$ cat config.mk
export PLATFORM = sky130hd
export DESIGN_NAME = m20k_burst_initiator
export DESIGN_NICKNAME = d
export VERILOG_FILES = /design/src/rtl/m20k_burst_initiator.sv
export SDC_FILE = /design/constraint.sdc
export NUM_CORES = 1
export LEC_CHECK = 0
export ABC_CLOCK_PERIOD_IN_PS = 2500
export BUFFER_PORTS_ARGS = -buffer_cell sky130_fd_sc_hd__buf_2
export CAP_MARGIN = 20
export CORE_ASPECT_RATIO = 0.8
export CORE_MARGIN = 1
export CORE_UTILIZATION = 52
export DETAILED_ROUTE_END_ITERATION = 8
export GPL_TIMING_DRIVEN = 0
export PLACE_DENSITY_LB_ADDON = 0.1
export SYNTH_ARGS = -nofsm -noshare
export SYNTH_HDL_FRONTEND = slang
export SYNTH_SLANG_ARGS = --single-unit
$ cat constraint.sdc
create_clock -name CLK -period 2.5 [get_ports CLK]
set_clock_uncertainty 0.15 [all_clocks]
set_input_delay 0.5 -clock CLK [delete_from_list [all_inputs] [get_ports CLK]]
set_output_delay 0.5 -clock CLK [all_outputs]
set_load 0.01 [all_outputs]
$ cat src/rtl/m20k_burst_initiator.sv
// Burst initiator for one port of an M20K-style synchronous RAM (1-cycle read latency).
// Write bursts come from a valid/ready stream; read bursts go out through a 2-entry skid FIFO.
module m20k_burst_initiator #(
  parameter int unsigned ADDR_W = 11,
  parameter int unsigned DATA_W = 8
) (
  input  logic              CLK,
  input  logic              RST,
  input  logic              cmd_valid,
  output logic              cmd_ready,
  input  logic              cmd_write,
  input  logic [ADDR_W-1:0] cmd_addr,
  input  logic [ADDR_W-1:0] cmd_len,
  input  logic [DATA_W-1:0] wr_data,
  input  logic              wr_valid,
  output logic              wr_ready,
  output logic [DATA_W-1:0] rd_data,
  output logic              rd_valid,
  input  logic              rd_ready,
  output logic              busy,
  output logic              done,
  output logic [ADDR_W-1:0] A,
  output logic [DATA_W-1:0] D,
  output logic              CE,
  output logic              WE,
  output logic [DATA_W-1:0] WEM,
  input  logic [DATA_W-1:0] Q
);

  typedef enum logic [1:0] {StIdle, StWrite, StRead, StDrain} state_e;

  state_e            state_q;
  logic [ADDR_W-1:0] addr_q;
  logic [ADDR_W-1:0] count_q;
  logic              inflight_q;
  logic              done_q;

  logic [DATA_W-1:0] fifo_q [2];
  logic              rd_ptr_q;
  logic              wr_ptr_q;
  logic [1:0]        occ_q;

  logic              wr_accept;
  logic              pop;
  logic              rd_issue;
  logic [2:0]        outstanding;

  always_comb begin
    wr_accept   = (state_q == StWrite) && wr_valid;
    rd_valid    = (occ_q != 2'd0);
    pop         = rd_valid && rd_ready;
    outstanding = {1'b0, occ_q} + {2'b00, inflight_q};
    // A slot freed by this cycle's pop can be refilled by this cycle's issue.
    rd_issue    = (state_q == StRead) && (outstanding < (3'd2 + {2'b00, pop}));
  end

  assign cmd_ready = (state_q == StIdle);
  assign busy      = (state_q != StIdle);
  assign wr_ready  = (state_q == StWrite);
  assign done      = done_q;
  assign A         = addr_q;
  assign D         = wr_accept ? wr_data : '0;
  assign CE        = wr_accept || rd_issue;
  assign WE        = wr_accept;
  assign WEM       = '1;
  assign rd_data   = fifo_q[rd_ptr_q];

  always_ff @(posedge CLK or posedge RST) begin
    if (RST) begin
      state_q    <= StIdle;
      addr_q     <= '0;
      count_q    <= '0;
      inflight_q <= 1'b0;
      done_q     <= 1'b0;
    end else begin
      done_q     <= 1'b0;
      inflight_q <= rd_issue;
      unique case (state_q)
        StIdle: begin
          if (cmd_valid) begin
            addr_q  <= cmd_addr;
            count_q <= cmd_len;
            state_q <= cmd_write ? StWrite : StRead;
          end
        end
        StWrite: begin
          if (wr_accept) begin
            addr_q  <= addr_q + ADDR_W'(1);
            count_q <= count_q - ADDR_W'(1);
            if (count_q == '0) begin
              done_q  <= 1'b1;
              state_q <= StIdle;
            end
          end
        end
        StRead: begin
          if (rd_issue) begin
            addr_q  <= addr_q + ADDR_W'(1);
            count_q <= count_q - ADDR_W'(1);
            if (count_q == '0) begin
              state_q <= StDrain;
            end
          end
        end
        StDrain: begin
          if ((occ_q == 2'd0) && !inflight_q) begin
            done_q  <= 1'b1;
            state_q <= StIdle;
          end
        end
        default: state_q <= StIdle;
      endcase
    end
  end

  // The issue rule keeps occupancy plus in-flight at or below two, so a push never overflows.
  always_ff @(posedge CLK or posedge RST) begin
    if (RST) begin
      fifo_q[0] <= '0;
      fifo_q[1] <= '0;
      rd_ptr_q  <= 1'b0;
      wr_ptr_q  <= 1'b0;
      occ_q     <= 2'd0;
    end else begin
      if (inflight_q) begin
        fifo_q[wr_ptr_q] <= Q;
        wr_ptr_q         <= ~wr_ptr_q;
      end
      if (pop) begin
        rd_ptr_q <= ~rd_ptr_q;
      end
      occ_q <= occ_q + {1'b0, inflight_q} - {1'b0, pop};
    end
  end

endmodule
Yosys cells after proc, flatten, opt, wreduce, memory -nomap -nowiden:

Index checks and enable logic that the tools add are counted.

* register bits after elaboration: 46
* output and inout port bits: 42
* logic and storage cells: 75

* add/subtract/negate cells: 6
* order comparisons: 4
* equality and inequality tests: 9
* muxes and demuxes: 27
* bitwise logic cells: 4
* reduce and logical (&&, ||, !) cells: 15

Operators with widths (count)
* 11-bit two-way mux: 6
* 11-bit case mux with 3 select lines: 2
* 8-bit two-way mux: 5
* 16-bit bitwise mux: 1
* 2-bit two-way mux: 7
* 11-bit by 1-bit adder with 11-bit output, second input constant: 1
* 11-bit zero test: 1
* 11-bit by 1-bit subtractor with 11-bit output, second input constant: 1
* 8-bit demux with 1-bit select: 1
* 2-bit case mux with 4 select lines: 1
* 2-bit by 1-bit inequality test with 1-bit output, second input constant: 3
* 2-bit inequality test, second input constant: 3
* 6-bit AND reduction: 1
* 1-bit logical AND: 5
* 2-bit equality test, second input constant: 2
* 2-bit greater-or-equal comparator, second input constant: 2
* 2-bit zero test: 2
* 1-bit NOT with 2-bit output: 2
* 4-bit AND reduction: 1
* 2-bit nonzero test: 2
* 2-bit by 1-bit adder with 3-bit output: 1
* 2-bit by 1-bit adder with 3-bit output, first input constant: 1
* 3-bit less-than comparator: 1
* 1-bit two-way mux: 3
* 9 further kinds: 10

Longest topological paths before layout:

Gate-level depths: netlist of the first run.

* depth in word-level cells: 7
* mapped depth: 8

Worst setup path after synthesis of the first run:

Ideal clock, no wire load.

* kind: register to register
* from: register inflight_q
* to: register count_q[8]
* library setup time: 0.128 ns
* arrival: 1.906 ns
* data required time: 2.222 ns
* setup slack: 0.316 ns
* cell stages (with the launch flop): 8
* path buffers: 2
* period minus slack after synthesis: 2.184 ns
* cells stage by stage: dfrtp_1 ha_1 ha_1 o211a_1 buf_2 nor3_2 buf_2 a21oi_1

* cells in the longest elaborated chain, start to end: 5

Ends and longest elaborated chain
* from (decl): line 35 `logic inflight_q;`
* from (signal assigned): line 77 `inflight_q <= rd_issue;`
* 2-bit by 1-bit adder with 3-bit output: line 52 `outstanding = {1'b0, occ_q} + {2'b00, inflight_q};`
* 3-bit less-than comparator: line 54 `rd_issue = (state_q == StRead) && (outstanding < (3'd2 + {2'b00, pop}));`
* 1-bit logical AND: line 54
* 2-bit inequality test (no source line)
* 4-bit AND reduction (no source line)
* to (signal assigned): line 82 `count_q <= cmd_len;`
* to (signal assigned): line 89 `count_q <= count_q - ADDR_W'(1);`
* to (signal assigned): line 99 `count_q <= count_q - ADDR_W'(1);`
* to (decl): line 34 `logic [ADDR_W-1:0] count_q;`

Every way passes these cells.
A chain may end at the register's enable or synchronous reset.

Final worst setup path of the first run:

* from: register occ_q[0]
* to: output port CE

* cells in the longest elaborated chain, start to end: 6

Ends and longest elaborated chain
* from (decl): line 41 `logic [1:0] occ_q;`
* from (signal assigned): line 132 `occ_q <= occ_q + {1'b0, inflight_q} - {1'b0, pop};`
* 2-bit nonzero test: line 50 `rd_valid = (occ_q != 2'd0);`
* 1-bit logical AND: line 51 `pop = rd_valid && rd_ready;`
* 2-bit by 1-bit adder with 3-bit output: line 54
* 3-bit less-than comparator *: line 54
* 1-bit logical AND *: line 54
* named net rd_issue: line 45 `logic rd_issue;`
* 1-bit logical OR *: line 63 `assign CE = wr_accept || rd_issue;`
* to (decl): line 24 `output logic CE,`

The timed path passes the listed nets; every way through them passes the cells marked *.

==> impl_metrics.env, run 1 <==
export IMPL_status="finished, final reports clean"
export IMPL_dp_hpwl_um=5166
export IMPL_grt_max_degree=41
export IMPL_worstSetupStartpointType="flip-flop"
export IMPL_slew_viol_final=0
export IMPL_dr_first_iter_drc_count=192
export IMPL_die_area_mm2=0.005941
export IMPL_core_mm2=0.005435
export IMPL_drtAntennaViolNets=0
export IMPL_num_fill_cells=461
export IMPL_portBuffers=77
export IMPL_wl_per_cell_um=15.58
export IMPL_r2r_start="state_q[0]"
export IMPL_period_minus_slack_ns=2.441
export IMPL_clock_fmax_mhz=409.7
export IMPL_die_w_um=85.93
export IMPL_total_power_mw=5.640
export IMPL_p_switching_mw=2.671
export IMPL_switching_share_pct=47.36
export IMPL_max_cap_viol_count=0
export IMPL_synth_area_mm2=0.002930
export IMPL_rows=24
export IMPL_cts_root_buffer="clkbuf_8"
export IMPL_antenna_diode_count=0
export IMPL_die_h_um=69.14
export IMPL_reg2reg_to="A[0]"
export IMPL_cp_required_ns=1.85
export IMPL_gr_usage_all_layers_pct=26.13
export IMPL_synth_top_area_cell="dfrtp_1"
export IMPL_p_per_area_mw_per_mm2=1521
export IMPL_drive_above_1_share_pct=36.34
export IMPL_nets=464
export IMPL_leakage_nw=1.756
export IMPL_path_class="reg -> out"
export IMPL_ff2ff_setup_slack_ns=0.10
export IMPL_cp_depth=6
export IMPL_start_util_pct=53.91
export IMPL_ios=86
export IMPL_cts_root_to_sink_buffers=2
export IMPL_final_cell_area_mm2=0.003707
export IMPL_synth_edf_count=0
export IMPL_synth_cells=309
export IMPL_path_cells="ha_2 -> ha_4 -> o21ai_2 -> and3b_1 -> or2_4 -> buf_6"
export IMPL_grt_pass1_vias=2447
export IMPL_setup_viol=0
export IMPL_grt_first_pass_wirelength_um=12100
export IMPL_cts_tree="yes"
export IMPL_area_delta_synth_final_pct=26.52
export IMPL_ys_ff_latch=46
export IMPL_place_area_mm2=0.003460
export IMPL_worst_path_buf_inv=1
export IMPL_ys_flop_type="dfrtp_1"
export IMPL_hold_class="in -> reg"
export IMPL_setup_ws_ns=0.05931
export IMPL_overflow=0
export IMPL_critPathTopFamily="adder cells"
export IMPL_max_stage_delay_ns=0.42
export IMPL_startpoint="occ_q[0]"
export IMPL_wl_um=7603
export IMPL_clkLatencyLatePin_ns=0.31
export IMPL_async_reset_ff_share_pct=100.0
export IMPL_avgSynthCellArea_um2=9.483
export IMPL_path_max_fanout=4
export IMPL_worstRegToRegCells=8
export IMPL_ys_warn_count=0
export IMPL_peakVddDrop_mv=0.7205
export IMPL_gp_congestion=0.8856
export IMPL_worst_pin_slew_ns=0.6267
export IMPL_yosys_area_top_type_share_pct=39.28
export IMPL_yosysSeqAreaShare_pct=39.28
export IMPL_hold_viol=0
export IMPL_relSlewSlack_pct=58.04
export IMPL_p_comb_share_pct=65.4
export IMPL_end_kind="output pin"
export IMPL_slowest_stage="dfrtp_1"
export IMPL_final_core_util_pct=68.21
export IMPL_clockPowerShare_pct=8.9
export IMPL_seqPwrFrac_pct=25.8
export IMPL_drc_errors=0
export IMPL_clock_sinks=46
export IMPL_rsz0062_at_grt="yes"
export IMPL_p_int_mw=2.969
export IMPL_dp_slack_ns=-0.1010
export IMPL_synth_distinct_cells=64
export IMPL_cp_arrival_ns=1.79
export IMPL_cts_made_buffers=5
export IMPL_cp_endpoint="CE"
export IMPL_vias_per_cell=5.654
export IMPL_period_share_pct=97.63
export IMPL_clk_pin_slew_ns=0.10
export IMPL_drt_pass1_iter_count=5
export IMPL_ys_top_cells_by_area="dfrtp_1 39%, mux2_2 6.1%, nand2_1 5.4%"
export IMPL_antenna_found_initial=0
export IMPL_htree_levels=2
export IMPL_vias=2759
[Yosys cell counts (4+ instances only)]
library cell	count
o21ai_0	7
buf_4	8
clkbuf_1	15
nand4_1	5
dfrtp_1	46
inv_1	12
and3_1	11
mux2_2	16
a2bb2oi_1	9
nand3_1	9
ha_1	11
nor4_1	9
nand2_1	42
o22ai_1	7
mux2i_1	6
nor2_1	10
a41oi_1	4
nor2b_1	6
a31oi_1	4
a21oi_1	6
[timing repair]
item	4_1_cts	5_1_grt
setup endpoints to repair	16	20
pin swaps	1	2
endpoints found under the hold margin	6	0
setup buffers	1	6
hold buffers	1	0
resized for setup	6	18
[cell type report]
type / instances / area (µm²) / share of cell area (%)
plain buffers: 30 / 167.7 / 4.522
multi-input cells: 226 / 1669 / 45.02
flip-flops and latches: 46 / 1152 / 31.08
well taps: 78 / 97.59 / 2.632
clock inverters: 3 / 25.02 / 0.6750
inverters: 14 / 52.55 / 1.417
repair buffers: 86 / 474.2 / 12.79
clock buffers: 5 / 68.82 / 1.856
[metal layers]
| layer | GRT usage [%] | share of wire [%] |
|---|---|---|
| met1 | 39.03 | 48 |
| met2 | 38.80 | 45 |
| met4 | 7.593 | 1.2 |
| met3 | 4.551 | 5.8 |
| met5 | 0 | 0 |
[flip-flops by register name, summed over array words and instances, names as in the netlist]
signal	count
fifo_q	16
occ_q	2
A	11
inflight_q	1
wr_ptr_q	1
rd_ptr_q	1
count_q	11
done	1
state_q	2
[how the worst min path moves through the flow]
stage | end | start | cells after the start | slack [ns]
6_report | fifo_q[10] | Q[2] | 3 | 0.24
5_1_grt | fifo_q[10] | Q[2] | 3 | 0.24
4_1_cts | fifo_q[9] | Q[1] | 3 | 0.23
3_5_place_dp | done | RST | 2 | 0.26
3_3_place_gp | fifo_q[15] | fifo_q[15] | 2 | 0.31
2_1_floorplan | fifo_q[10] | fifo_q[10] | 2 | 0.29
[power by group through the flow]
stage	clock network, mW	logic (mW)	registers, mW
floorplan	0	2.44	1.42
global placement	0	3.27	1.44
detailed placement	0	3.33	1.45
CTS	0.503	3.41	1.44
global route	0.526	4.03	1.51
finish	0.499	3.69	1.45
[stage by stage]
step	hold WS [ns]	setup TNS, ns	std cells
after floorplan	0.2917	0	316
after global placement	0.3083	-1.545	471
after detailed placement	0.2563	-1.203	472
after CTS	0.2311	-0.02501	482
after global routing	0.2359	-0.04751	488
final	0.2354	0	488
[logic make-up after synthesis]
family / count (synthesis) / share of synthesized area (%)
AOI/OAI and AO/OA: 66 / 17.98
and+or+nand+nor: 115 / 21.22
xor gates and xnor gates: 4 / 1.196
muxes: 22 / 8.198
DFF: 46 / 39.28
adders and majority gates: 11 / 4.697
other: 1 / 0.1280
buffers and inverters: 44 / 7.301
[tightest hold or removal path, stage by stage]
cell and delay [ns]:
buf_2 0.08, nand2_1 0.04, nand2_1 0.04
[cells in the final DEF, fill, tap and decap left out, types with 4 or more instances in the layout]
master     count
and3_1        11
conb_1         8
nand2_1       42
mux2i_1        6
clkbuf_2       5
o22ai_1        7
a41oi_1        4
o21ai_0        6
clkbuf_8       5
buf_4         15
nor2_1        10
a2111oi_2      4
nand4_1        5
nor4_1         6
buf_2         79
a31oi_1        4
dfrtp_1       45
ha_1           8
inv_1         11
a21oi_1        6
mux2_2        16
clkbuf_1      11
nor2b_1        6
a2bb2oi_1      8
nand3_1        9
Note: power is estimated with default switching activity, not from simulation.
==> run 2: changes to the inputs <==
--- a/config.mk
+++ b/config.mk
@@ -5,12 +5,13 @@
 export SDC_FILE = /design/constraint.sdc
 export NUM_CORES = 1
 export LEC_CHECK = 0
-export ABC_CLOCK_PERIOD_IN_PS = 2500
+export ABC_AREA = 1
+export ABC_CLOCK_PERIOD_IN_PS = 2850
 export BUFFER_PORTS_ARGS = -buffer_cell sky130_fd_sc_hd__buf_2
 export CAP_MARGIN = 20
 export CORE_ASPECT_RATIO = 0.8
 export CORE_MARGIN = 1
-export CORE_UTILIZATION = 52
+export CORE_UTILIZATION = 56
 export DETAILED_ROUTE_END_ITERATION = 8
 export GPL_TIMING_DRIVEN = 0
 export PLACE_DENSITY_LB_ADDON = 0.1
==> constraint.sdc (replaced) <==
create_clock -name CLK -period 2.85 [get_ports CLK]
set_clock_uncertainty 0.15 [all_clocks]
set_input_delay 0.57 -clock CLK [delete_from_list [all_inputs] [get_ports CLK]]
set_output_delay 0.57 -clock CLK [all_outputs]
set_load 0.01 [all_outputs]
==> run 2 against run 1 <==
  * Combinational power fell by 30%
  * Total power shrank 25%
  * Die area shrank 5.4%
  * Register-to-register slack better by 0.72 ns
  * Wire length fell by 12%
  * Count of clock-buffer cells in the layout unchanged
  * Sequential power is 13% lower
  * Setup slack improved by 0.40 ns
  * Area after synthesis rose by 1.7%
  * Critical path depth unchanged
  * Critical path type unchanged
  * Largest cell class unchanged
  * Largest power group unchanged
==> impl_metrics.env, run 2 <==
export IMPL_status="finished, final reports clean"
export IMPL_max_cap_viol_count=0
export IMPL_switching_share_pct=48.75
export IMPL_largest_register_ffs=16
export IMPL_die_w_um=83.57
export IMPL_post_cts_resized=0
export IMPL_vias=2846
export IMPL_synthMuxAreaShare_pct=3.359
export IMPL_cts_root_to_sink_buffers=2
export IMPL_leakage_nw=2.090
export IMPL_synth_top_area_cell="dfrtp_1"
export IMPL_yosysMostFrequentCell="nand2_1"
export IMPL_ys_warn_count=0
export IMPL_total_power_mw=4.257
export IMPL_multi_input_area_mm2=0.001503
export IMPL_clkLatencyLatePin_ns=0.31
export IMPL_hold_path_depth=2
export IMPL_portBuffers=77
export IMPL_place_area_mm2=0.003490
export IMPL_relSlewSlack_pct=62.68
export IMPL_async_reset_ff_share_pct=100.0
export IMPL_period_share_pct=84.00
export IMPL_die_h_um=67.25
export IMPL_synth_fa_ha_area_share_pct=4.618
export IMPL_antenna_diode_count=0
export IMPL_min_from="fifo_q[3]"
export IMPL_ios=86
export IMPL_synth_top_family_by_area="simple AND/OR/NAND/NOR gates"
export IMPL_dr_first_iter_drc_count=151
export IMPL_yosys_area_top_type_share_pct=38.62
export IMPL_synth_distinct_cells=32
export IMPL_setup_tns_ns=0
export IMPL_setup_viol=0
export IMPL_hold_buffers=1
export IMPL_wl_per_cell_um=11.80
export IMPL_ff2ff_setup_slack_ns=0.82
export IMPL_avgSynthCellArea_um2=7.216
export IMPL_synth_xor_area_share_pct=0.8816
export IMPL_num_fill_cells=445
export IMPL_period_minus_slack_ns=2.394
export IMPL_cp_required_ns=2.13
export IMPL_top_register="fifo_q"
export IMPL_grt_max_degree=40
export IMPL_rsz0062_at_grt="no"
export IMPL_cts_made_buffers=5
export IMPL_worstRegToRegCells=7
export IMPL_synth_edf_count=0
export IMPL_hold_path_end="fifo_q[3]"
export IMPL_cts_root_buffer="clkbuf_8"
export IMPL_ys_flop_type="dfrtp_1"
export IMPL_layout_cells_non_filler=569
export IMPL_worstSetupStartpointType="flip-flop"
export IMPL_ys_top_cells_by_area="dfrtp_1 39%, nand2_1 20%, inv_1 6.2%"
export IMPL_cp_arrival_ns=1.67
export IMPL_drive_above_1_share_pct=26.82
export IMPL_antenna_found_initial=0
export IMPL_overflow=0
export IMPL_worst_pin_slew_ns=0.5597
export IMPL_path_max_fanout=10
export IMPL_die_area_mm2=0.005620
export IMPL_layout_common_cells="155 x nand2_1, 80 x buf_2, 48 x inv_1"
export IMPL_nets=561
export IMPL_p_switching_mw=2.075
export IMPL_core_mm2=0.005065
export IMPL_path_class="reg -> out"
export IMPL_grt_first_pass_wirelength_um=11490
export IMPL_clockPowerShare_pct=9.8
export IMPL_p_per_area_mw_per_mm2=1186
export IMPL_dp_slack_ns=0.7592
export IMPL_peakVddDrop_mv=0.6679
export IMPL_end_kind="output pin"
export IMPL_hold_class="reg -> reg"
export IMPL_synth_area_mm2=0.002980
export IMPL_synth_compound_area_share_pct=8.648
export IMPL_layout_commonest_cell="nand2_1"
export IMPL_htree_levels=2
export IMPL_cts_tree="yes"
export IMPL_drt_pass1_iter_count=4
export IMPL_gr_usage_all_layers_pct=25.81
export IMPL_ys_ff_latch=46
export IMPL_postCtsSetupRepairBufs=0
export IMPL_wl_um=6714
export IMPL_final_cell_area_mm2=0.003590
export IMPL_synth_common_cells="155 x nand2_1, 49 x inv_1, 46 x dfrtp_1"
export IMPL_drtAntennaViolNets=0
export IMPL_fin_hold_ws_ns=0.3416
export IMPL_p_int_mw=2.182
export IMPL_synthSimpleGateAreaFrac_pct=31.91
export IMPL_post_place_cells=560
export IMPL_r2r_start="state_q[0]"
export IMPL_hold_viol=0
export IMPL_clk_pin_slew_ns=0.08
export IMPL_seqPwrFrac_pct=29.5
export IMPL_vias_per_cell=5.002
export IMPL_start_util_pct=58.84
export IMPL_seq_area_mm2=0.001151
export IMPL_drc_errors=0
export IMPL_dp_hpwl_um=4977
export IMPL_p_comb_share_pct=60.7
export IMPL_yosysSeqAreaShare_pct=38.62
export IMPL_clock_sinks=46
export IMPL_final_core_util_pct=70.87
export IMPL_reg2reg_to="count_q[6]"
export IMPL_setup_ws_ns=0.4559
export IMPL_slew_viol_final=0
export IMPL_clock_fmax_mhz=417.7
export IMPL_synth_cells=413
export IMPL_gp_congestion=0.8472
export IMPL_rows=23
export IMPL_grt_pass1_vias=2649
export IMPL_area_delta_synth_final_pct=20.44
==> run 2: changes by cell type in the layout (fill, tap and decap cells not counted), sizes merged, moves of 6 or more <==
| cell | change |
|---|---|
| inv | +41 |
| nand3 | +18 |
| nor2 | +16 |
| nor4 | -10 |
| and3 | -11 |
| clkbuf | -11 |
| a2bb2oi | -9 |
| o21ai | +23 |
| nand2 | +117 |
| nor2b | -6 |
| mux2 | -8 |
==> run 2: worst max-delay path: stages, from the launching register on <==
cell,delay [ns]
dfrtp_1,0.38
inv_1,0.08
ha_1,0.21
nand2_1,0.09
clkbuf_1,0.31
o21ai_0,0.13
buf_2,0.16
==> run 2: logic make-up after synthesis <==
group / after synthesis
AOI/OAI and AO/OA: 43
xor gates and xnor gates: 3
adders and majority gates: 11
buffers and inverters: 76
DFF: 46
muxes: 9
other: 1
and+or+nand+nor: 224
==> run 2: layer usage <==
| metal | GRT usage, % | vias up | part of all wire, % |
|---|---|---|---|
| met5 | 0 | - | 0 |
| met4 | 10.59 | 0 | 2.1 |
| met3 | 4.279 | 16 | 6.1 |
| met2 | 44.21 | 95 | 45 |
| met1 | 33.23 | 1282 | 46 |
| li1 | - | 1453 | - |
==> run 2: worst max-delay path by stage <==
| stage | from | to | slack (ns) | cells after the start |
|---|---|---|---|---|
| global placement | RST | count_q[1] | 0.42 | 2 |
| detailed placement | wr_valid | CE | 0.76 | 5 |
| global route | state_q[1] | CE | 0.31 | 6 |
| finish | state_q[1] | CE | 0.46 | 6 |
| CTS | state_q[1] | CE | 0.44 | 6 |
| floorplan | inflight_q | CE | 0.85 | 5 |
==> run 2: final cells by class <==
type	count	area share (%)
Sequential cell	46	32.07
Multi-Input combinational cell	298	41.86
Tap cell	62	2.161
Clock inverter	3	0.5925
Inverter	55	5.751
Clock buffer	5	1.917
Timing Repair Buffer	79	11.57
Buffer	21	4.078
==> run 2: power by group through the flow <==
stage / Sequential, mW / Combinational (mW) / Clock (mW)
2_1_floorplan: 1.23 / 1.89 / 0
3_3_place_gp: 1.24 / 2.48 / 0
3_5_place_dp: 1.26 / 2.58 / 0
4_1_cts: 1.25 / 2.60 / 0.420
5_1_grt: 1.30 / 2.93 / 0.445
6_report: 1.26 / 2.58 / 0.415
==> run 3: changes to the inputs <==
--- a/config.mk
+++ b/config.mk
@@ -6,12 +6,12 @@
 export NUM_CORES = 1
 export LEC_CHECK = 0
 export ABC_AREA = 1
-export ABC_CLOCK_PERIOD_IN_PS = 2850
+export ABC_CLOCK_PERIOD_IN_PS = 2160
 export BUFFER_PORTS_ARGS = -buffer_cell sky130_fd_sc_hd__buf_2
 export CAP_MARGIN = 20
 export CORE_ASPECT_RATIO = 0.8
 export CORE_MARGIN = 1
-export CORE_UTILIZATION = 56
+export CORE_UTILIZATION = 47
 export DETAILED_ROUTE_END_ITERATION = 8
 export GPL_TIMING_DRIVEN = 0
 export PLACE_DENSITY_LB_ADDON = 0.1
==> constraint.sdc (replaced) <==
create_clock -name CLK -period 2.16 [get_ports CLK]
set_clock_uncertainty 0.15 [all_clocks]
set_input_delay 0.432 -clock CLK [delete_from_list [all_inputs] [get_ports CLK]]
set_output_delay 0.432 -clock CLK [all_outputs]
set_load 0.01 [all_outputs]
==> run 3 against run 2 <==
  * Via count is 3.2% lower
  * Critical path depth stayed put
  * Wire length is 0.33% higher
  * Utilization is 9.8 points lower
  * Sequential power is 31% higher
  * Sequential share of layout area is 0.67 points lower
  * Count of clock-buffer cells in the layout stayed put
  * Flip-flop and latch count stayed put
  * First-iteration DRC count is 19% lower
  * Total power is 34% higher
  * Setup slack worse by 0.38 ns
  * Die area is 19% higher
==> impl_metrics.env, run 3 (synthesized netlist as in run 2, its figures left out) <==
export IMPL_die_w_um=91.03
export IMPL_leakage_nw=2.116
export IMPL_period_minus_slack_ns=2.080
export IMPL_slowest_stage="dfrtp_1"
export IMPL_worstSetupStartpointType="flip-flop"
export IMPL_cts_root_buffer="clkbuf_8"
export IMPL_path_cells="ha_2 -> ha_4 -> nand2_2 -> nand2_4 -> o21ai_1 -> buf_2"
export IMPL_slew_viol_final=0
export IMPL_drc_errors=0
export IMPL_min_from="Q[1]"
export IMPL_path_max_fanout=2
export IMPL_hold_viol=0
export IMPL_relSlewSlack_pct=66.35
export IMPL_dp_slack_ns=0.1784
export IMPL_cp_required_ns=1.58
export IMPL_nets=564
export IMPL_clock_fmax_mhz=480.8
export IMPL_antenna_diode_count=0
export IMPL_period_share_pct=96.29
export IMPL_grt_max_degree=41
export IMPL_vias_per_cell=4.663
export IMPL_highest_layer="met4"
export IMPL_core_mm2=0.006006
export IMPL_cts_made_buffers=5
export IMPL_gp_congestion=0.8430
export IMPL_seq_area_mm2=0.001151
export IMPL_hold_path_depth=3
export IMPL_setup_ws_ns=0.08008
export IMPL_clk_pin_slew_ns=0.10
export IMPL_vias=2756
export IMPL_dr_first_iter_drc_count=122
export IMPL_final_cell_area_mm2=0.003666
export IMPL_drt_pass1_iter_count=4
export IMPL_fin_hold_ws_ns=0.2101
export IMPL_grt_first_pass_wirelength_um=11570
export IMPL_peakVddDrop_mv=0.6654
export IMPL_layout_commonest_cell="nand2_1"
export IMPL_cts_root_to_sink_buffers=2
export IMPL_met1Wirelength_um=3450
export IMPL_portBuffers=77
export IMPL_area_delta_synth_final_pct=23.01
export IMPL_worstRegToRegCells=5
export IMPL_rows=25
export IMPL_top_register="fifo_q"
export IMPL_largest_register_ffs=16
export IMPL_setup_tns_ns=0
export IMPL_die_h_um=73.23
export IMPL_clkLatencyLatePin_ns=0.31
export IMPL_drtAntennaViolNets=0
export IMPL_wl_um=6736
export IMPL_setup_viol=0
export IMPL_route_met2_wl_um=2943
export IMPL_r2r_start="state_q[1]"
export IMPL_multi_input_area_mm2=0.001520
export IMPL_met3_length_um=281
export IMPL_cts_tree="yes"
export IMPL_gr_usage_all_layers_pct=21.94
export IMPL_hold_class="in -> reg"
export IMPL_startpoint="inflight_q"
export IMPL_end_kind="output pin"
export IMPL_max_cap_viol_count=0
export IMPL_num_fill_cells=599
export IMPL_clock_sinks=46
export IMPL_dp_hpwl_um=4948
export IMPL_antenna_found_initial=0
export IMPL_max_stage_delay_ns=0.41
export IMPL_place_area_mm2=0.003513
export IMPL_grt_pass1_vias=2618
export IMPL_drive_above_1_share_pct=28.24
export IMPL_overflow=0
export IMPL_status="finished, final reports clean"
export IMPL_htree_levels=2
export IMPL_wl_per_cell_um=11.40
export IMPL_die_area_mm2=0.006666
export IMPL_ios=86
export IMPL_rsz0062_at_grt="no"
export IMPL_path_class="reg -> out"
export IMPL_worst_pin_slew_ns=0.5048
export IMPL_cp_arrival_ns=1.50
export IMPL_layout_common_cells="154 x nand2_1, 80 x buf_2, 48 x inv_1"
export IMPL_p_per_area_mw_per_mm2=1556
export IMPL_start_util_pct=49.62
## run 3: changes by cell type in the layout (fill, tap and decap cells not counted), sizes merged
cell / change
buf: +4
inv: +2
clkbuf: -1
clkinv: -1
clkinvlp: -1
## run 3: area by class of cell
cell class / count / share of cell area [%]
Clock inverter: 3 / 0.7850
Clock buffer: 5 / 1.877
Multi-Input combinational cell: 298 / 41.47
Timing Repair Buffer: 83 / 12.15
Buffer: 20 / 3.925
Inverter: 55 / 5.631
Tap cell: 81 / 2.764
Sequential cell: 46 / 31.40
## run 3: metal layers
metal	vias to the layer above	track usage [%]
met1	1231	29.66
li1	1460	-
met5	-	0
met4	0	8.289
met3	5	3.438
met2	60	35.94
## run 3: power by group
group | total (mW) | switching, mW | internal, mW
logic | 3.47 | 2.05 | 1.42
clock network | 0.590 | 0.347 | 0.243
registers | 1.65 | 0.352 | 1.30
total | 5.70 | 2.75 | 2.95
## run 3: repair_timing
action,in CTS,in global routing
setup buffers,2,2
endpoints found under the setup margin,10,12
gates cloned,0,0
hold buffers,1,0
pin swaps,2,1
hold endpoints to repair,6,0
resized for setup,2,4
## run 3: critical path, delay by kind of cell (launching register included)
kind                     cells  cell delay, ns
flip-flops                   1            0.41
adder cells (fa/ha/maj)      2            0.47
AO/OA/AOI/OAI                1            0.05
buffers and inverters        1            0.14
AND/OR/NAND/NOR              2            0.13
## run 3: path summary, 6_finish.rpt
kind	endpoint	slack, ns
worst max-delay path	CE	0.08
worst min-delay path	fifo_q[9]	0.21
worst max register to register	A[1]	0.24
worst min register to register	fifo_q[15]	0.34
max in group asynchronous	fifo_q[4]	0.99
min in group asynchronous	A[6]	0.41
## run 3: stage by stage
stage	power [mW]	instances	utilization, %
2_1_floorplan	4.120	420	-
3_3_place_gp	4.951	578	58.17
3_5_place_dp	5.045	579	58.50
4_1_cts	5.696	589	60.52
5_1_grt	6.333	591	61.04
6_report	5.703	591	61.04
